## src/rtl/num_entry.sv

```systemverilog
// ---------------------------------------------------------------------------
// calc_pkg / num_entry
//
// calc_pkg holds the operand format shared with the ALU:
//   value = significand (N BCD digits read as an integer) * 10^(exponent - (N-1))
//
// num_entry: keypad number-entry stage. Accumulates digits, decimal point and
// sign toggles from a key stream into BCD entry registers. On ENTER it
// left-aligns the significand, denormalises it if the exponent would go
// negative, and offers the result on a valid/ready port.
//
// Ports:
//   clk_i        in   clock, rising edge
//   rst_i        in   asynchronous active-high reset
//   key_i        in   key code (0-9 digit, A point, B sign, C clear, D enter,
//                     E/F accepted and ignored)
//   key_valid_i  in   key_i is valid
//   key_ready_o  out  a key is accepted this cycle (entry state only)
//   num_o        out  assembled operand, all-zero while num_valid_o is low
//   num_valid_o  out  operand available (registered)
//   num_ready_i  in   consumer takes the operand
// ---------------------------------------------------------------------------

package calc_pkg;

  parameter int unsigned NumDigits = 8;
  parameter int unsigned ExpWidth  = 4;

  typedef struct packed {
    logic                       sign;
    logic                       error;
    logic [ExpWidth-1:0]        exponent;
    logic [4*NumDigits-1:0]     significand;
  } num_t;

endpackage

module num_entry
  import calc_pkg::*;
(
  input  logic       clk_i,
  input  logic       rst_i,
  input  logic [3:0] key_i,
  input  logic       key_valid_i,
  output logic       key_ready_o,
  output num_t       num_o,
  output logic       num_valid_o,
  input  logic       num_ready_i
);

  localparam int unsigned N  = NumDigits;
  localparam int unsigned DW = 4 * N;
  localparam int unsigned TW = ExpWidth + 2;
  localparam int unsigned CW = $clog2(N + 1);
  localparam int unsigned FW = 6;
  // Any t <= -N shifts every digit out, so clamping there keeps the result
  // exact while keeping arbitrarily long leading-zero fractions in range.
  localparam int          TMin = -int'(N);

  localparam logic [3:0] KeyPoint = 4'hA;
  localparam logic [3:0] KeySign  = 4'hB;
  localparam logic [3:0] KeyClear = 4'hC;
  localparam logic [3:0] KeyEnter = 4'hD;

  typedef enum logic [1:0] {
    StEntry  = 2'd0,
    StAlign  = 2'd1,
    StDenorm = 2'd2,
    StOut    = 2'd3
  } state_e;

  state_e                r_state, w_state_d;
  logic [DW-1:0]         r_dig, w_dig_d;
  logic [CW-1:0]         r_n, w_n_d;
  logic [FW-1:0]         r_f, w_f_d;
  logic                  r_pt, w_pt_d;
  logic                  r_sign, w_sign_d;
  logic                  r_err, w_err_d;
  logic signed [TW-1:0]  r_t, w_t_d;
  logic                  r_valid, w_valid_d;

  logic                  w_accept;
  logic                  w_dig_zero;
  logic                  w_msd_zero;
  int                    w_t_int;

  assign key_ready_o = (r_state == StEntry);
  assign num_valid_o = r_valid;
  assign w_accept    = key_valid_i && key_ready_o;
  assign w_dig_zero  = (r_dig == '0);
  assign w_msd_zero  = (r_dig[DW-1 -: 4] == 4'd0);

  always_ff @(posedge clk_i or posedge rst_i) begin
    if (rst_i) begin
      r_state <= StEntry;
      r_dig   <= '0;
      r_n     <= '0;
      r_f     <= '0;
      r_pt    <= 1'b0;
      r_sign  <= 1'b0;
      r_err   <= 1'b0;
      r_t     <= '0;
      r_valid <= 1'b0;
    end else begin
      r_state <= w_state_d;
      r_dig   <= w_dig_d;
      r_n     <= w_n_d;
      r_f     <= w_f_d;
      r_pt    <= w_pt_d;
      r_sign  <= w_sign_d;
      r_err   <= w_err_d;
      r_t     <= w_t_d;
      r_valid <= w_valid_d;
    end
  end

  always_comb begin
    w_state_d = r_state;
    w_dig_d   = r_dig;
    w_n_d     = r_n;
    w_f_d     = r_f;
    w_pt_d    = r_pt;
    w_sign_d  = r_sign;
    w_err_d   = r_err;
    w_t_d     = r_t;
    w_valid_d = r_valid;
    w_t_int   = int'(r_n) - 1 - int'(r_f);
    if (w_t_int < TMin) begin
      w_t_int = TMin;
    end

    unique case (r_state)
      StEntry: begin
        if (w_accept) begin
          if (key_i < 4'd10) begin
            if ((r_n == '0) && (key_i == 4'd0)) begin
              // Leading zero: only counts as a fraction position.
              if (r_pt && (r_f != '1)) begin
                w_f_d = r_f + 1'b1;
              end
            end else if (r_n < CW'(N)) begin
              w_dig_d = {r_dig[DW-5:0], key_i};
              w_n_d   = r_n + 1'b1;
              if (r_pt && (r_f != '1)) begin
                w_f_d = r_f + 1'b1;
              end
            end else if (!r_pt) begin
              // Integer part too long to represent.
              w_err_d = 1'b1;
            end
          end else if (key_i == KeyPoint) begin
            w_pt_d = 1'b1;
          end else if (key_i == KeySign) begin
            w_sign_d = ~r_sign;
          end else if (key_i == KeyClear) begin
            w_dig_d  = '0;
            w_n_d    = '0;
            w_f_d    = '0;
            w_pt_d   = 1'b0;
            w_sign_d = 1'b0;
            w_err_d  = 1'b0;
            w_t_d    = '0;
          end else if (key_i == KeyEnter) begin
            w_t_d     = TW'(w_t_int);
            w_state_d = StAlign;
          end
        end
      end

      StAlign: begin
        if (!w_dig_zero && w_msd_zero) begin
          w_dig_d = {r_dig[DW-5:0], 4'd0};
        end else begin
          w_state_d = StDenorm;
        end
      end

      StDenorm: begin
        if ((r_t < 0) && !w_dig_zero) begin
          // Truncating shift toward the denormal form at exponent 0.
          w_dig_d = {4'd0, r_dig[DW-1:4]};
          w_t_d   = r_t + $signed(TW'(1));
        end else begin
          w_state_d = StOut;
          w_valid_d = 1'b1;
          if (w_dig_zero) begin
            w_t_d = '0;
          end
        end
      end

      StOut: begin
        if (r_valid && num_ready_i) begin
          w_state_d = StEntry;
          w_valid_d = 1'b0;
          w_dig_d   = '0;
          w_n_d     = '0;
          w_f_d     = '0;
          w_pt_d    = 1'b0;
          w_sign_d  = 1'b0;
          w_err_d   = 1'b0;
          w_t_d     = '0;
        end
      end

      default: begin
        w_state_d = StEntry;
      end
    endcase
  end

  always_comb begin
    num_o = '0;
    if (r_valid) begin
      // Zero has no sign.
      num_o.sign        = r_sign && !w_dig_zero;
      num_o.error       = r_err;
      num_o.exponent    = r_t[ExpWidth-1:0];
      num_o.significand = r_dig;
    end
  end

endmodule

```

## config.mk

```make
export PLATFORM = sky130hd
export DESIGN_NAME = num_entry
export DESIGN_NICKNAME = d
export VERILOG_FILES = /design/src/rtl/num_entry.sv
export SDC_FILE = /design/constraint.sdc
export NUM_CORES = 1
export LEC_CHECK = 0
export ABC_AREA = 1
export CORE_MARGIN = 2
export CORE_UTILIZATION = 50
export CTS_CLUSTER_SIZE = 25
export DETAILED_ROUTE_END_ITERATION = 10
export GPL_TIMING_DRIVEN = 0
export PLACE_DENSITY = 0.73
export SLEW_MARGIN = 20
export SYNTH_ARGS = -nofsm -noshare
export SYNTH_HDL_FRONTEND = slang
export SYNTH_SLANG_ARGS = --single-unit
```

## constraint.sdc

```tcl
create_clock -name clk_i -period 2.5 [get_ports clk_i]
set_clock_uncertainty 0.15 [all_clocks]
set_input_delay 0.5 -clock clk_i [delete_from_list [all_inputs] [get_ports clk_i]]
set_output_delay 0.5 -clock clk_i [all_outputs]
set_load 0.01 [all_outputs]
```

==> results of run 1 <==
-- report_power, final --
group | switching (mW) | internal, mW
Combinational | 2.95 | 1.77
Sequential | 0.245 | 1.12
Clock | 0.280 | 0.193
-- cell families (layout without fill, tap and decap cells) --
| logic type | after synthesis | after routing |
|---|---|---|
| xor gates and xnor gates | 6 | 6 |
| buffers and inverters | 104 | 164 |
| AOI/OAI and AO/OA | 95 | 95 |
| and+or+nand+nor | 265 | 265 |
| adders and majority gates | 17 | 17 |
| DFF | 54 | 54 |
-- cell type report --
class                      count  area share
buffer                        16     0.02655
clock buffer                   6     0.01555
clock inverter                 1    0.001609
inverter                      87     0.07053
multi-input combinational    383      0.4556
sequential                    54      0.2902
tap                          102     0.02735
timing repair buffer          54      0.1126
-- flip-flops by register name, summed over array words and instances, names as in the netlist --
register,cells
num_valid_o,1
r_f,6
r_n,4
r_dig,32
r_pt,1
r_sign,1
r_err,1
r_t,6
r_state,2
-- cells in the final DEF (no fill, tap or decap), types with 2 or more instances in the layout --
master,count
sky130_fd_sc_hd__a21oi_1,9
sky130_fd_sc_hd__a22oi_1,26
sky130_fd_sc_hd__a31oi_1,3
sky130_fd_sc_hd__buf_2,5
sky130_fd_sc_hd__buf_4,10
sky130_fd_sc_hd__buf_6,6
sky130_fd_sc_hd__clkbuf_1,2
sky130_fd_sc_hd__clkbuf_8,5
sky130_fd_sc_hd__clkdlybuf4s50_1,46
sky130_fd_sc_hd__dfrtp_1,52
sky130_fd_sc_hd__dfrtp_2,2
sky130_fd_sc_hd__ha_1,14
sky130_fd_sc_hd__ha_4,2
sky130_fd_sc_hd__inv_1,81
sky130_fd_sc_hd__inv_2,4
sky130_fd_sc_hd__nand2_1,159
sky130_fd_sc_hd__nand2_2,3
sky130_fd_sc_hd__nand3_1,23
sky130_fd_sc_hd__nand3b_1,4
sky130_fd_sc_hd__nand4_1,5
sky130_fd_sc_hd__nor2_1,50
sky130_fd_sc_hd__nor2_2,6
sky130_fd_sc_hd__nor2_4,2
sky130_fd_sc_hd__nor3_1,5
sky130_fd_sc_hd__nor3b_1,2
sky130_fd_sc_hd__nor4_1,2
sky130_fd_sc_hd__o21ai_0,17
sky130_fd_sc_hd__o21ai_1,4
sky130_fd_sc_hd__o21ai_2,29
sky130_fd_sc_hd__o31ai_1,2
sky130_fd_sc_hd__xor2_1,5
-- critical path, cell delays in order (launching register included) --
cell	delay [ps]
sky130_fd_sc_hd__dfrtp_1	390
sky130_fd_sc_hd__inv_2	80
sky130_fd_sc_hd__ha_4	180
sky130_fd_sc_hd__xor2_2	140
sky130_fd_sc_hd__ha_1	350
sky130_fd_sc_hd__or2_2	300
sky130_fd_sc_hd__nand3_1	80
sky130_fd_sc_hd__nand2_1	90
sky130_fd_sc_hd__nor2_1	110
sky130_fd_sc_hd__nand3_1	100
sky130_fd_sc_hd__nand2_2	100
sky130_fd_sc_hd__nand3_1	90
sky130_fd_sc_hd__a21oi_1	160
-- routing by layer --
metal / share of wire / track usage / wire [um] / vias to the layer above
met5: 0 / 0 / 0 / -
li1: - / - / - / 1841
met2: 0.49 / 0.3811 / 4584 / 89
met3: 0.040 / 0.03451 / 371 / 15
met4: 0.013 / 0.06965 / 121 / 0
met1: 0.46 / 0.3143 / 4252 / 1738
-- Yosys cell counts, drive strengths merged, types with 2 or more instances --
master	instances	area (um2)
a31oi	3	18.77
o31ai	2	15.01
nand3	24	120.1
o211ai	2	28.78
nor3b	3	27.52
nor2	58	240.2
clkbuf	3	11.26
a21oi	10	50.05
nand4	5	31.28
dfrtp	54	1351
a22oi	26	195.2
ha	16	200.2
nand2	163	614.3
nor4	2	12.51
o21ai	50	359.1
nor3	5	25.02
inv	86	322.8
nand3b	4	30.03
buf	14	111.3
xor2	6	52.55
-- final timing paths --
kind | start | endpoint | slack (ps)
worst max-delay path | r_n[1] | r_t[2] | 120
worst min register to register | r_err | r_err | 390
min in group asynchronous | rst_i | r_dig[3] | 500
max in group asynchronous | rst_i | num_valid_o | 1210
worst min-delay path | r_err | r_err | 390
worst max register to register | r_n[1] | r_t[2] | 120
-- timing repair --
item,CTS,global route
setup buffers,3,4
gates resized for setup,5,21
hold buffers,0,0
endpoints found under the setup margin,23,61
pin swaps,1,2
endpoints found under the hold margin,0,0
==> metrics.md, run 1 <==
| Metric | Value |
|---|---|
| Initial antenna violation count | `0` |
| Number of diodes added for antenna fixing | `0` |
| Post-synthesis area per instance | `7.144 um2` |
| Outcome | `finished, final reports clean` |
| Post-layout power | `6.552 mW` |
| Via count of the first global-routing pass | `3364` |
| FILL cells | `712` |
| Storage element area | `1354 um2` |
| Overall routing resource usage | `0.2307` |
| Synthesized-area fraction occupied by and/or/nand/nor cells | `0.2865` |
| Clock slew seen by the registers of the worst setup and hold paths | `90 ps` |
| Number of antenna-violating nets in the routed design | `0` |
| Worst ir drop on vdd | `598.6 uV` |
| # H-tree levels | `2` |
| DRT iter0 DRCs | `235` |
| Actual transition at the worst max-transition pin | `686.7 ps` |
| Most used flip-flop cell after synthesis | `sky130_fd_sc_hd__dfrtp_1` |
| Synthesized-area fraction occupied by xor and xnor cells | `0.01360` |
| Maximum number of pins on one net before global-route repair | `55` |
| Non-filler instance count after layout | `703` |
| Maximum number of buffers from clock root to sink | `2` |
| Number of port buffers | `47` |
| Critical path class | `flip-flop to flip-flop` |
| Final core utilization | `0.6133` |
| Post-synthesis sequential area ratio | `0.3496` |
| Final TNS setup | `0 ps` |
| Net count after synthesis | `566` |
| Cell area after synthesis | `3865 um2` |
| Number of endpoints with negative hold slack in the final report | `0` |
| Number of standard-cell rows in the floorplan | `32` |
| R2r worst-path depth | `12` |
| Critical Path Start Type | `flip-flop` |
| I/O pin total | `48` |
| Compound-Gate Fraction of Synth Area | `0.1771` |
| Horizontal die dimension | `91.92 um` |
| Layout overhead on the synthesized area | `20.72%` |
| Fin crit period | `2379 ps` |
| Setup violation total in the final timing report | `0` |
| Class of the tightest hold or removal check | `flip-flop to flip-flop` |
| Number of storage elements in the synthesis netlist | `54` |
| Total congestion overflow after global routing | `0` |
| Post-synth cell types | `36` |
| Final period util | `0.9516` |
| Required time of the worst setup path | `2590 ps` |
| Async set or reset register ratio after synthesis | `1.000` |
| Final routed DRC violation total | `0` |
| Leakage power summed over all cells | `2.432 nW` |
| Number of warning messages in the yosys log | `0` |
| Pins Over Slew Limit | `0` |
| Total clock sinks | `54` |
| Detail-routed net length per standard cell | `13.27 um` |
| Clock buffers created by TritonCTS | `5` |
| Vert. Die Dim | `91.92 um` |
| Global placer's final weighted congestion | `0.8786` |
| Die area | `8449 um2` |
| Arr. time, crit path | `2460 ps` |
| Core region area | `7607 um2` |
| Total of max-cap violations | `0` |
| Wire length of the first global-routing pass | `15.79 mm` |
| Clock tree from TritonCTS | `built` |
| Total power density per cell area | `1404 nW/um2` |
| Portion of netlist area occupied by mux cells | `0` |
| Maximum net fanout on the critical path | `5` |
| Overall via count from detail_route | `3683` |
| Via/cell ratio | `5.239` |
| Highest clock frequency the design can meet | `0.4203 GHz` |
| Max-slew headroom at the worst pin | `0.5422` |
| Worst hold path stage count | `2` |
| Clock latency on the worst-skew pair | `310 ps` |
| Area after DPL | `4466 um2` |
| Net total in the final layout | `626` |
| Final Worst Setup Slack | `120.9 ps` |
| Detailed-routing iteration count for the pre-antenna-repair pass | `5` |
| Post-Route WL | `9.330 mm` |
| Cells after Synth | `541` |
| Starting Density | `0.5081` |
| EDFF count, synth | `0` |
| CTS root buffer | `sky130_fd_sc_hd__clkbuf_8` |
| Endpoint class of the critical path | `flip-flop` |
| Setup slack after placement | `-214.0 ps` |
| Number of placed instances with taps included | `690` |
| Dpl hpwl | `6.906 mm` |
| Final hold slack | `394.5 ps` |
| Final instance area | `4666 um2` |
| Combinational family with the most area after synthesis | `simple AND/OR/NAND/NOR gates` |
| Proportion of layout cells with a drive suffix above 1 | `0.1414` |
| Fraction of the mapped netlist area in adder cells | `0.05698` |
| Combined area of the multi-input logic cells | `2126 um2` |
Power figures use the tool's default switching activity.
==> run 2, diff against run 1 <==
--- a/config.mk
+++ b/config.mk
@@ -6,7 +6,7 @@
 export NUM_CORES = 1
 export LEC_CHECK = 0
 export ABC_AREA = 1
-export CORE_MARGIN = 2
+export CORE_MARGIN = 8
 export CORE_UTILIZATION = 50
 export CTS_CLUSTER_SIZE = 25
 export DETAILED_ROUTE_END_ITERATION = 10
==> run 2 against run 1 <==
Net effect: final cell count unchanged; global-route usage decreased by 5.3 points; sequential power barely moved; worst hold slack improved by 5.6 ps; sequential share of layout area is 0.14 points lower; final area is 0.48% higher; worst setup slack worse by 38 ps; routed wire length grew 3.7%; combinational power increased by 1%; critical endpoint is now num_o[36]; non-clock buffer count stayed put; register-to-register slack improved by 50 ps; die area up 28%.
==> metrics.md, run 2 (synthesis results as in run 1) <==
| Metric | Value |
|---|---|
| Highest clock frequency the design can meet | `0.4138 GHz (-1.6%)` |
| Number of diodes added for antenna fixing | `0 (unchanged)` |
| Detailed-routing iteration count for the pre-antenna-repair pass | `5 (unchanged)` |
| Vert. Die Dim | `103.9 um (+13%)` |
| Number of standard-cell rows in the floorplan | `32 (unchanged)` |
| Setup slack after placement | `-228.1 ps (-14.14 ps)` |
| Clock latency on the worst-skew pair | `310 ps (about the same)` |
| Pins Over Slew Limit | `0 (unchanged)` |
| Maximum number of pins on one net before global-route repair | `55 (unchanged)` |
| Layout overhead on the synthesized area | `21.30%` |
| Outcome | `finished, final reports clean` |
| Total congestion overflow after global routing | `0 (unchanged)` |
| Clock slew seen by the registers of the worst setup and hold paths | `100 ps (about the same)` |
| Global placer's final weighted congestion | `0.8743 (-0.49%)` |
| Maximum number of buffers from clock root to sink | `2 (unchanged)` |
| Final core utilization | `0.6163 (+0.002961)` |
| Total of max-cap violations | `0 (unchanged)` |
| Horizontal die dimension | `103.9 um (+13%)` |
| Proportion of layout cells with a drive suffix above 1 | `0.1498 (+0.008319)` |
| # H-tree levels | `2 (unchanged)` |
| Final instance area | `4688 um2 (+0.48%)` |
| Most common library cell in the layout ignoring fill and taps | `sky130_fd_sc_hd__nand2_1` |
| Fin crit period | `2417 ps (+37.68 ps)` |
| Arr. time, crit path | `1770 ps (-690 ps)` |
| Worst ir drop on vdd | `614.2 uV (+2.6%)` |
| Final hold slack | `400.1 ps (+5.615 ps)` |
| Class of the tightest hold or removal check | `flip-flop to flip-flop` |
| Actual transition at the worst max-transition pin | `677.1 ps (-9.603 ps)` |
| Total clock sinks | `54 (unchanged)` |
| Setup repair after global routing missed its margin | `true` |
| Non-filler instance count after layout | `703 (unchanged)` |
| Critical Path Start Type | `flip-flop` |
| Core region area | `7607 um2 (unchanged)` |
| Setup violation total in the final timing report | `0 (unchanged)` |
| Final TNS setup | `0 ps (unchanged)` |
| Overall via count from detail_route | `3601 (-2.2%)` |
| Number of endpoints with negative hold slack in the final report | `0 (unchanged)` |
| Die area | `10800 um2 (+28%)` |
| Maximum net fanout on the critical path | `10 (+5)` |
| Total power density per cell area | `1413 nW/um2 (+0.59%)` |
| Post-layout power | `6.623 mW (+1.1%)` |
| Detail-routed net length per standard cell | `13.76 um (+3.7%)` |
| Number of hold buffers added after cts | `0 (unchanged)` |
| Leakage power summed over all cells | `2.441 nW (+0.38%)` |
| Net total in the final layout | `626 (unchanged)` |
| Max FFs per register | `32 (unchanged)` |
| Starting Density | `0.5081 (unchanged)` |
| Final period util | `0.9667 (+0.01507)` |
| Number of placed instances with taps included | `690 (unchanged)` |
| Final Worst Setup Slack | `83.25 ps (-37.68 ps)` |
| Max-slew headroom at the worst pin | `0.5486 (+0.006402)` |
| Required time of the worst setup path | `1850 ps (-740 ps)` |
| I/O pin total | `48 (unchanged)` |
| Registers with the highest flip-flop counts | `r_dig: 32 flops, r_f: 6 flops, r_t: 6 flops` |
| Dpl hpwl | `7.314 mm (+5.9%)` |
| Clock tree from TritonCTS | `built` |
| Critical path class | `flip-flop to output port` |
| Overall routing resource usage | `0.1775 (-0.05317)` |
| Wire length of the first global-routing pass | `16.27 mm (+3.0%)` |
| CTS root buffer | `sky130_fd_sc_hd__clkbuf_8` |
| Commonest cells after routing, fill and taps aside | `sky130_fd_sc_hd__nand2_1 (159), sky130_fd_sc_hd__inv_1 (80), sky130_fd_sc_hd__dfrtp_1 (52)` |
| Endpoint class of the critical path | `output port` |
| Final routed DRC violation total | `0 (unchanged)` |
| DRT iter0 DRCs | `187 (-20%)` |
| Post-Route WL | `9.675 mm (+3.7%)` |
| Number of antenna-violating nets in the routed design | `0 (unchanged)` |
| Clock buffers created by TritonCTS | `5 (unchanged)` |
| Register with the most flip-flops | `r_dig` |
| Via count of the first global-routing pass | `3437 (+2.2%)` |
| Number of port buffers | `47 (unchanged)` |
| Initial antenna violation count | `0 (unchanged)` |
| Via/cell ratio | `5.122 (-2.2%)` |
| Area after DPL | `4466 um2 (unchanged)` |
[run 2: cell type report]
type	instances	area [um2]
Timing Repair Buffer	53	518.0
Clock inverter	2	13.76
Fill cell	725	2919
Multi-Input combinational cell	383	2141
Sequential cell	54	1354
Inverter	87	329.1
Clock buffer	5	68.82
Buffer	17	136.4
Tap cell	102	127.6
[run 2: layer usage]
metal | GRT usage | routed length, um
met3 | 0.03284 | 447
met4 | 0.04654 | 141
met2 | 0.3025 | 4723
met1 | 0.2248 | 4363
met5 | 0 | 0
[run 2: worst max-delay path, cell delays in order, from the launching register on]
cell	delay, ps
sky130_fd_sc_hd__dfrtp_2	430
sky130_fd_sc_hd__buf_4	200
sky130_fd_sc_hd__buf_6	170
sky130_fd_sc_hd__nand2_1	70
sky130_fd_sc_hd__inv_1	60
sky130_fd_sc_hd__clkdlybuf4s50_1	540
[run 2: worst paths after layout]
check,start,endpoint,cells past startpoint,slack (ps)
hold reg to reg,r_dig[2],r_dig[2],2,400
setup reg to reg,r_n[2],r_t[5],17,170
hold / removal,r_dig[2],r_dig[2],2,400
min in group asynchronous,rst_i,r_dig[3],2,480
setup / recovery,num_valid_o,num_o[36],5,80
max in group asynchronous,rst_i,num_valid_o,2,1220
[run 2: power by group]
part	switching [mW]	internal (mW)	total, mW
sequential	0.242	1.12	1.36
clock	0.291	0.194	0.485
combinational	2.96	1.82	4.78
total	3.49	3.13	6.62
[run 2: repair_timing]
item,4_1_cts,5_1_grt
pin swaps,1,4
gates resized for setup,6,26
cloned,0,0
endpoints found under the setup margin,23,65
setup buffers,4,2
==> run 3, diff against run 2 <==
--- a/config.mk
+++ b/config.mk
@@ -5,13 +5,13 @@
 export SDC_FILE = /design/constraint.sdc
 export NUM_CORES = 1
 export LEC_CHECK = 0
-export ABC_AREA = 1
+export ABC_AREA = 0
 export CORE_MARGIN = 8
 export CORE_UTILIZATION = 50
 export CTS_CLUSTER_SIZE = 25
 export DETAILED_ROUTE_END_ITERATION = 10
 export GPL_TIMING_DRIVEN = 0
-export PLACE_DENSITY = 0.73
+export PLACE_DENSITY = 0.74
 export SLEW_MARGIN = 20
 export SYNTH_ARGS = -nofsm -noshare
 export SYNTH_HDL_FRONTEND = slang
==> run 3 against run 2 <==
Net effect: the flow now finishes with violations (negative setup slack); clock power up 33%; area after synthesis down 6.5%; total power up 20%; core utilization up 13 points; worst setup slack worse by 230 ps; sequential share of layout area down 3.2 points; worst hold slack worse by 68 ps; first-iteration DRC count up 45%; flip-flop and latch count unchanged; final area up 13%; critical path type is now flip-flop to flip-flop; critical endpoint is now r_t[1]; largest cell class unchanged.
==> metrics.md, run 3 <==
| Metric | Value |
|---|---|
| Layout overhead on the synthesized area | `46.80%` |
| Detail-routed net length per standard cell | `19.08 um (+39%)` |
| # H-tree levels | `2 (unchanged)` |
| Pins Over Slew Limit | `0 (unchanged)` |
| Area fraction of the dominant cell type after synthesis | `0.3738 (+0.02420)` |
| Clock tree from TritonCTS | `built` |
| Post-synth top area cell | `sky130_fd_sc_hd__dfrtp_1` |
| Final hold slack | `332.5 ps (-67.61 ps)` |
| Cell area after synthesis | `3615 um2 (-6.5%)` |
| Final routed DRC violation total | `0 (unchanged)` |
| Clock latency on the worst-skew pair | `320 ps (about the same)` |
| Maximum net fanout on the critical path | `4 (-6)` |
| Die area | `10210 um2 (-5.5%)` |
| Most common library cell in the layout ignoring fill and taps | `sky130_fd_sc_hd__buf_4` |
| Cells traversed along the worst timing path | `inv_4, ha_4, inv_2, fa_2, a21o_1, a21oi_2, xnor2_2, a41oi_2, and3b_1, o22a_1` |
| Horizontal die dimension | `101.0 um (-2.8%)` |
| Final Worst Setup Slack | `-148.9 ps (-232.2 ps)` |
| Final core utilization | `0.7435 (+0.1272)` |
| Cell types with the highest counts after synthesis | `sky130_fd_sc_hd__dfrtp_1 (54), sky130_fd_sc_hd__and2_1 (35), sky130_fd_sc_hd__a22o_1 (31)` |
| Capturing instance or port of the critical path | `r_t[1]` |
| Leakage power summed over all cells | `2.451 nW (+0.41%)` |
| Portion of total power attributed to sequential cells | `0.165 (-0.040)` |
| EDFF count, synth | `0 (unchanged)` |
| Number of port buffers | `44 (-6.4%)` |
| Bufs and invs on worst path | `2 (-2)` |
| Worst ir drop on vdd | `876.8 uV (+43%)` |
| Critical path class | `flip-flop to flip-flop` |
| Global placer's final weighted congestion | `0.8163 (-6.6%)` |
| Arr. time, crit path | `2710 ps (+940 ps)` |
| Vert. Die Dim | `101.0 um (-2.8%)` |
| Number of standard-cell rows in the floorplan | `31 (-3.1%)` |
| Outcome | `complete, but fails checks` |
| Total power density per cell area | `1499 nW/um2 (+6.1%)` |
| Number of hold buffers added after cts | `0 (unchanged)` |
| Via count of the first global-routing pass | `3223 (-6.2%)` |
| CTS root buffer | `sky130_fd_sc_hd__clkbuf_8` |
| Maximum number of buffers from clock root to sink | `2 (unchanged)` |
| Switching Power | `3.500 mW (+0.21%)` |
| Total congestion overflow after global routing | `0 (unchanged)` |
| Commonest cells after routing, fill and taps aside | `sky130_fd_sc_hd__buf_4 (50), sky130_fd_sc_hd__dfrtp_1 (43), sky130_fd_sc_hd__clkdlybuf4s50_1 (38)` |
| Post-synthesis sequential area ratio | `0.3738 (+0.02420)` |
| Final instance area | `5306 um2 (+13%)` |
| Reg-to-Reg Start | `r_n[0]` |
| Overall routing resource usage | `0.1952 (+0.01768)` |
| Async set or reset register ratio after synthesis | `1.000 (unchanged)` |
| Clock power share | `0.081 (+0.008)` |
| Number of warning messages in the yosys log | `0 (unchanged)` |
| DRT iter0 DRCs | `272 (+45%)` |
| Total of max-cap violations | `0 (unchanged)` |
| Number of antenna-violating nets in the routed design | `0 (unchanged)` |
| Cell depth of the worst setup path | `10 (+5)` |
| Critical Path Start Type | `flip-flop` |
| Net total in the final layout | `506 (-19%)` |
| CP max stage delay | `460 ps (-80 ps)` |
| Clock buffers created by TritonCTS | `5 (unchanged)` |
| Registers with the highest flip-flop counts | `r_dig: 32 flops, r_f: 6 flops, r_t: 6 flops` |
| Total clock sinks | `54 (unchanged)` |
| Max-slew headroom at the worst pin | `0.5379 (-0.01073)` |
| Wire length of the first global-routing pass | `16.04 mm (-1.4%)` |
| Max FFs per register | `32 (unchanged)` |
| Cells after Synth | `375 (-31%)` |
| I/O pin total | `48 (unchanged)` |
| Most used flip-flop cell after synthesis | `sky130_fd_sc_hd__dfrtp_1` |
| Via/cell ratio | `5.929 (+16%)` |
| Most common cell in the synthesized netlist | `sky130_fd_sc_hd__dfrtp_1` |
| Register with the most flip-flops | `r_dig` |
| Number of endpoints with negative hold slack in the final report | `0 (unchanged)` |
| Clock slew seen by the registers of the worst setup and hold paths | `120 ps (+20 ps)` |
| Largest delay share family, worst path | `compound AO/OA/AOI/OAI gates` |
| Setup repair after global routing missed its margin | `true` |
| Maximum number of pins on one net before global-route repair | `55 (unchanged)` |
| Comb pwr share | `0.754 (+0.032)` |
| Top cells by area in the synthesized netlist | `sky130_fd_sc_hd__dfrtp_1 (37%), sky130_fd_sc_hd__a22o_1 (7.5%), sky130_fd_sc_hd__and2_1 (6.1%), sky130_fd_sc_hd__mux2_1 (5.9%), sky130_fd_sc_hd__ha_1 (5.5%)` |
| Initial antenna violation count | `0 (unchanged)` |
| Worst reg2reg endpoint | `r_t[1]` |
| Pint | `4.454 mW (+42%)` |
| Starting Density | `0.5065 (-0.001573)` |
| Setup violation total in the final timing report | `31 (+31)` |
| R2r worst-path depth | `10 (-7)` |
| Post-synthesis area per instance | `9.639 um2 (+35%)` |
| Area after DPL | `4243 um2 (-5.0%)` |
| Final period util | `1.060 (+0.09286)` |
| Switching fraction of total power | `0.4401 (-0.08734)` |
| Post-synth cell types | `57 (+58%)` |
| Overall via count from detail_route | `3445 (-4.3%)` |
| Actual transition at the worst max-transition pin | `693.2 ps (+16.09 ps)` |
| Post-Route WL | `11.08 mm (+15%)` |
| Required time of the worst setup path | `2560 ps (+710 ps)` |
| Final TNS setup | `-2374 ps (-2374 ps)` |
| Number of storage elements in the synthesis netlist | `54 (unchanged)` |
| Detailed-routing iteration count for the pre-antenna-repair pass | `5 (unchanged)` |
| Proportion of layout cells with a drive suffix above 1 | `0.3589 (+0.2092)` |
| Dpl hpwl | `6.485 mm (-11%)` |
| Cell type of the slowest stage on the worst timing path | `sky130_fd_sc_hd__dfrtp_2` |
| Worst setup path startpoint | `r_n[0]` |
| Number of diodes added for antenna fixing | `0 (unchanged)` |
| Class of the tightest hold or removal check | `flip-flop to flip-flop` |
| Violations in the final reports | `negative setup slack` |
| Core region area | `7137 um2 (-6.2%)` |
| Post-layout power | `7.954 mW (+20%)` |
| Net count after synthesis | `400 (-29%)` |
| Fin crit period | `2649 ps (+232.2 ps)` |
| Slack of the worst reg-to-reg path | `-150 ps (-320 ps)` |
| Highest clock frequency the design can meet | `0.3775 GHz (-8.8%)` |
| Endpoint class of the critical path | `flip-flop` |
-- run 3: metrics by stage --
stage / cells / worst slack (ps)
2_1_floorplan: 375 / 13.34
6_report: 581 / -148.9
3_5_place_dp: 518 / -470.2
4_1_cts: 551 / -60.50
3_3_place_gp: 518 / -537.6
5_1_grt: 581 / -219.3
-- run 3: cells by family after synthesis --
group	Yosys count	synth area share
XOR/XNOR	12	0.02908
flip-flops	54	0.3738
multiplexers	36	0.1101
AND/OR/NAND/NOR	119	0.1803
buffers and inverters	46	0.05261
adder cells (fa/ha/maj)	17	0.06092
AO/OA/AOI/OAI	91	0.1932
-- run 3: power by group through the flow --
stage               clock, mW  sequential [mW]  combinational (mW)
CTS                     0.647             1.29                4.90
global placement            0             1.31                3.59
finish                  0.647             1.31                6.00
floorplan                   0             1.25                2.81
detailed placement          0             1.31                3.66
global route            0.686             1.34                6.31
-- run 3: worst register-to-register path, stage by stage (launching register included) --
cell and delay (ps):
sky130_fd_sc_hd__dfrtp_2 460, sky130_fd_sc_hd__inv_4 70, sky130_fd_sc_hd__ha_4 280, sky130_fd_sc_hd__inv_2 50, sky130_fd_sc_hd__fa_2 360, sky130_fd_sc_hd__a21o_1 180, sky130_fd_sc_hd__a21oi_2 180, sky130_fd_sc_hd__xnor2_2 110
sky130_fd_sc_hd__a41oi_2 280, sky130_fd_sc_hd__and3b_1 240, sky130_fd_sc_hd__o22a_1 180
-- run 3: how the worst min path moves through the flow --
stage | start | end | depth (start not counted)
3_5_place_dp | r_sign | r_sign | 1
6_report | r_sign | r_sign | 1
5_1_grt | r_sign | r_sign | 1
4_1_cts | r_sign | r_sign | 1
3_3_place_gp | r_sign | r_sign | 1
2_1_floorplan | r_sign | r_sign | 1
-- run 3: per-layer routing --
layer | vias up | GRT usage | share of wire
li1 | 1556 | - | -
met1 | 1714 | 0.2599 | 0.43
met2 | 152 | 0.3189 | 0.49
met3 | 23 | 0.03315 | 0.063
met4 | 0 | 0.04926 | 0.017
met5 | - | 0 | 0
-- run 3: final cells by class --
| type | count | area [um2] |
|---|---|---|
| clock buffers | 5 | 68.82 |
| well taps | 99 | 123.9 |
| repair buffers | 102 | 943.4 |
| clock inverters | 3 | 47.55 |
| plain buffers | 18 | 150.1 |
| inverters | 25 | 103.9 |
| flip-flops and latches | 54 | 1365 |
| fillers | 495 | 1831 |
| multi-input cells | 275 | 2504 |
-- run 3: repair_timing --
item,4_1_cts,5_1_grt
endpoints found under the setup margin,79,53
resized for setup,74,70
setup buffers,24,32
pin swaps,15,30
gates cloned,2,0
==> patch 1, RTL diff (flow settings as in run 3) <==
Take the reset off `r_n`, `r_f` and `r_t` and load them in a clocked block of their own.
--- a/src/rtl/num_entry.sv
+++ b/src/rtl/num_entry.sv
@@ -94,24 +94,24 @@
     if (rst_i) begin
       r_state <= StEntry;
       r_dig   <= '0;
-      r_n     <= '0;
-      r_f     <= '0;
       r_pt    <= 1'b0;
       r_sign  <= 1'b0;
       r_err   <= 1'b0;
-      r_t     <= '0;
       r_valid <= 1'b0;
     end else begin
       r_state <= w_state_d;
       r_dig   <= w_dig_d;
-      r_n     <= w_n_d;
-      r_f     <= w_f_d;
       r_pt    <= w_pt_d;
       r_sign  <= w_sign_d;
       r_err   <= w_err_d;
-      r_t     <= w_t_d;
       r_valid <= w_valid_d;
     end
+  end
+
+  always_ff @(posedge clk_i) begin
+    r_n <= w_n_d;
+    r_f <= w_f_d;
+    r_t <= w_t_d;
   end
 
   always_comb begin
Behaviour: no difference found for any inputs over 4 cycles, from zero or initial values and one cycle with rst_i high; that may be too few to reach the edited logic, so the function may still have changed.
==> patch 1 against run 3 <==
The run still ends with negative setup slack left. Sequential cell count unchanged. Wire length decreased by 11%. Final area decreased by 12%. Die area increased by 0.70%. Area after synthesis increased by 0.83%. Setup slack improved by 0.13 ns. Non-clock buffer count decreased by 37. Largest cell class unchanged. Highest routed layer unchanged.
Power is left out: the tool's default activity adds up to more than one toggle a clock period on the data nets, which glitch-free logic cannot reach.
==> patch 1: results (changes against run 3) <==
| Metric | Value |
|---|---|
| Status | `finished, violations left` |
| Failing checks | `negative setup slack` |
| Post-DP HPWL | `6894 µm (+6.3%)` |
| Worst hold path class | `input pin to asynchronous set/reset pin` |
| Post-synth EDFFs | `16 (+16)` |
| Clock slew at reported path FFs | `0.10 ns (-0.02 ns)` |
| Vias | `3272 (-5.0%)` |
| Fill cells | `583 (+18%)` |
| List of most frequent post-synthesis cells | `nor2_1 (48), dfrtp_1 (38), and2_1 (37)` |
| Worst r2r src | `r_n[0]$_SDFFCE_PN0P_` |
| Gp weighted congestion | `0.8813 (+8.0%)` |
| Reg-to-reg slack, setup | `0.01 ns (+0.16 ns)` |
| Proportion of layout cells with a drive suffix above 1 | `21.60% (-14 points)` |
| Final WS setup | `-0.01441 ns (+0.1345 ns)` |
| Final Non-Filler Cells | `562 (-3.3%)` |
| DRT iter0 DRCs | `245 (-9.9%)` |
| Max FO, Critical Path | `10 (+6)` |
| Post-synthesis sequential area ratio | `39.27% (+1.9 points)` |
| Nets | `487 (-3.8%)` |
| Vias in the first global route | `2962 (-8.1%)` |
| Least-Margin Pin Slew | `0.5336 ns (-0.1596 ns)` |
| WL/cell | `17.52 µm (-8.2%)` |
| Global-route usage over all layers | `18.61% (-0.91 points)` |
| Worst R2R End | `r_t[0]$_DFFE_PP_` |
| Ys async rst share | `70.37% (-30 points)` |
| Top cells by area, synth | `dfrtp_1 (26%), edfxtp_1 (13%), a21oi_2 (6.5%), and2_1 (6.4%), a22oi_1 (5.6%)` |
| Final setup viols | `7 (-77%)` |
| Placed Cells | `540 (+4.2%)` |
-- patch 1: cell count changes in the layout (fill, tap and decap cells not counted), sizes merged, moves of 6 or more --
cell           delta
a21oi            +23
a22o             -30
a22oi            +26
buf              -44
clkbuf            +9
clkdlybuf4s50     +7
dfrtp            -16
edfxtp           +16
mux2             -29
mux2i             -6
nor2             +24
xnor2             +8
-- patch 1: area by class of cell --
type | instances | area (µm²) | share of cell area (%)
Sequential cell | 54 | 1431 | 30.74
Multi-Input combinational cell | 295 | 2128 | 45.70
Clock buffer | 8 | 132.6 | 2.848
Tap cell | 99 | 123.9 | 2.660
Buffer | 20 | 140.1 | 3.009
Timing Repair Buffer | 63 | 611.8 | 13.14
Inverter | 23 | 88.84 | 1.908
-- patch 1: stage by stage --
| stage | TNS [ns] | hold WS (ns) | worst slack (ns) | instance area, µm² |
|---|---|---|---|---|
| after global placement | -20.46 | 0.3121 | -0.5315 | 4229 |
| after detailed placement | -21.96 | 0.3214 | -0.5267 | 4249 |
| final | -0.08679 | 0.2397 | -0.01441 | 4657 |
| after global routing | -2.894 | 0.2583 | -0.1017 | 4657 |
| after floorplan | 0 | 0.2913 | 0.07607 | 3645 |
| after CTS | -0.1400 | 0.2396 | -0.07098 | 4488 |
-- patch 1: how the worst max path moves through the flow --
stage,startpoint,endpoint,slack (ns)
finish,key_i[3],r_t[0]$_DFFE_PP_,-0.01
global route,r_n[1]$_SDFFCE_PN0P_,r_t[1]$_DFFE_PP_,-0.10
floorplan,r_n[0]$_SDFFCE_PN0P_,r_t[2]$_DFFE_PP_,0.08
CTS,r_dig[28]$_DFFE_PP0P_,num_o[37],-0.07
global placement,key_i[3],r_t[0]$_DFFE_PP_,-0.53
detailed placement,key_i[3],r_t[0]$_DFFE_PP_,-0.53
-- patch 1: kinds of logic after synthesis --
group	Yosys count	synth area share [%]
buffers and inverters	45	5.939
xor gates and xnor gates	16	3.845
AOI/OAI and AO/OA	113	23.58
DFF	54	39.27
muxes	1	0.3089
and+or+nand+nor	148	21.01
adders and majority gates	17	6.042
-- patch 1: layer usage --
metal	up-vias	share of wire, %	GRT usage, %
li1	1547	-	-
met1	1571	45	26.15
met2	141	46	28.90
met3	13	7.8	3.024
met4	0	1.4	4.811
met5	-	0	0
-- patch 1: critical path, stage by stage --
cell	delay, ns
clkdlybuf4s50_1	0.48
clkbuf_2	0.22
nor2b_1	0.24
nand3_1	0.10
a2111oi_1	0.53
o21a_2	0.32
-- patch 1: repair_timing --
item | CTS | global route
setup buffers | 9 | 7
resized for setup | 18 | 32
pin swaps | 3 | 15
setup endpoints to repair | 70 | 74
==> patch 2, RTL diff (flow settings as in run 3) <==
Made on the original files. Change the localparam `FW` from 6 to 7.
--- a/src/rtl/num_entry.sv
+++ b/src/rtl/num_entry.sv
@@ -52,7 +52,7 @@
   localparam int unsigned DW = 4 * N;
   localparam int unsigned TW = ExpWidth + 2;
   localparam int unsigned CW = $clog2(N + 1);
-  localparam int unsigned FW = 6;
+  localparam int unsigned FW = 7;
   // Any t <= -N shifts every digit out, so clamping there keeps the result
   // exact while keeping arbitrarily long leading-zero fractions in range.
   localparam int          TMin = -int'(N);
Formal check against the unedited RTL: same outputs for any inputs over 4 cycles, from zero or initial values and one cycle with rst_i high; that may be too few to reach the edited logic, so the function may still have changed.
==> patch 2 against run 3 <==
The run still ends with negative setup slack left. Power increased by 9.3%. Via count increased by 2.2%. Setup slack better by 0.093 ns. Final area is 5.0% lower. Critical path depth stayed put. Area after synthesis up 6.2%. Sequential cell count is 1 higher. Clock power down 15%. Wire length is 4.3% lower. Largest power group unchanged.
==> patch 2: results (changes against run 3) <==
| Metric | Value |
|---|---|
| Top delay family on crit path | `simple AND/OR/NAND/NOR gates` |
| Min Hold Slack | `0.3549 ns (+0.02243 ns)` |
| Post-synthesis sequential area ratio | `35.87% (-1.5 points)` |
| Status | `finished, violations left` |
| Max VDD drop | `0.7121 mV (-19%)` |
| Post-DP HPWL | `7276 µm (+12%)` |
| Max FO, Critical Path | `3 (-1)` |
| Largest net degree at the start of global routing | `56 (+1.8%)` |
| Placed Cells | `580 (+12%)` |
| Hold path cells | `2 (+1)` |
| CP max stage delay | `0.39 ns (-0.07 ns)` |
| Final setup viols | `3 (-90%)` |
| Multiplexer area fraction after synthesis | `1.630% (-9.4 points)` |
| Leak pwr | `2.064 nW (-16%)` |
| WHS Endpoint | `r_err$_DFFE_PP0P_` |
| Post-synthesis compound-gate area fraction | `24.68% (+5.4 points)` |
| First-pass GRT wire length | `17680 µm (+10%)` |
| Gp weighted congestion | `0.8428 (+3.2%)` |
| CP max-delay cell | `ha_2` |
| Post-Synth Adder-Cell Area | `5.086% (-1.0 points)` |
| Vias | `3522 (+2.2%)` |
| Largest regs | `r_dig: 32 flops, r_f: 7 flops, r_t: 6 flops` |
| DRT iter0 DRCs | `166 (-39%)` |
| Worst r2r src | `r_n[2]$_DFFE_PP0P_` |
| DRT Wirelength | `10610 µm (-4.3%)` |
| Failing checks | `negative setup slack` |
| List of most frequent post-synthesis cells | `dfrtp_1 (55), nor2_1 (49), and2_1 (38)` |
| Pre-Repair DR Iteration Count | `4 (-1)` |
| DP Area | `4446 µm² (+4.8%)` |
| Proportion of layout cells with a drive suffix above 1 | `29.04% (-6.8 points)` |
| Final WS setup | `-0.05600 ns (+0.09291 ns)` |
| Top cells by area, synth | `dfrtp_1 (36%), a21oi_2 (6.4%), and2_1 (6.2%), nor2_1 (4.8%), a22oi_1 (4.7%)` |
| DP Worst Slack | `-0.4160 ns (+0.05420 ns)` |
| Least-Margin Pin Slew | `0.5104 ns (-0.1828 ns)` |
| Setup TNS | `-0.1344 ns (+2.239 ns)` |
| Worst Min Path Start | `r_err$_DFFE_PP0P_` |
| Global-route usage over all layers | `19.38% (-0.13 points)` |
| Worst R2R End | `r_t[0]$_DFFE_PP0P_` |
## patch 2: cell count changes after synthesis, moves of 5 or more
cell / run 3 / this run
buf_6: 1 / 8
a21oi_2: 1 / 28
mux2_1: 19 / 0
nor2b_1: 2 / 8
mux2_2: 11 / 2
buf_2: 8 / 3
nand3_1: 7 / 17
a22oi_1: 1 / 24
nor2_1: 24 / 49
o21ai_0: 16 / 26
a22o_1: 31 / 3
## patch 2: repair_timing
action | 4_1_cts | 5_1_grt
hold endpoints to repair | 0 | 0
buffers inserted | 23 | 5
pin swaps | 11 | 12
setup endpoints to repair | 55 | 74
hold buffers | 0 | 0
resized for setup | 37 | 50
## patch 2: cell type report
| class | instances | area [µm²] |
|---|---|---|
| plain buffers | 26 | 192.7 |
| clock buffers | 5 | 68.82 |
| clock inverters | 3 | 28.78 |
| fillers | 588 | 2525 |
| inverters | 26 | 102.6 |
| multi-input cells | 324 | 2416 |
| flip-flops and latches | 55 | 1389 |
| well taps | 102 | 127.6 |
| repair buffers | 74 | 716.9 |
## patch 2: where the power goes
group | total, mW | switching, mW | leakage [nW] | internal [mW]
logic | 6.28 | 3.21 | 1.33 | 3.07
registers | 1.86 | 0.521 | 0.681 | 1.34
clock network | 0.552 | 0.343 | 0.0502 | 0.209
total | 8.69 | 4.08 | 2.06 | 4.61
## patch 2: per-layer routing
metal	GRT usage [%]	wire, µm
met4	5.666	148
met3	3.779	451
met1	25.23	4829
met2	31.71	5182
met5	0	0
## patch 2: cells by family (layout without fill, tap and decap cells)
group,after synthesis,after routing
and+or+nand+nor,166,166
AOI/OAI and AO/OA,130,130
DFF,55,55
buffers and inverters,53,134
adders and majority gates,15,15
xor gates and xnor gates,7,7
muxes,6,6
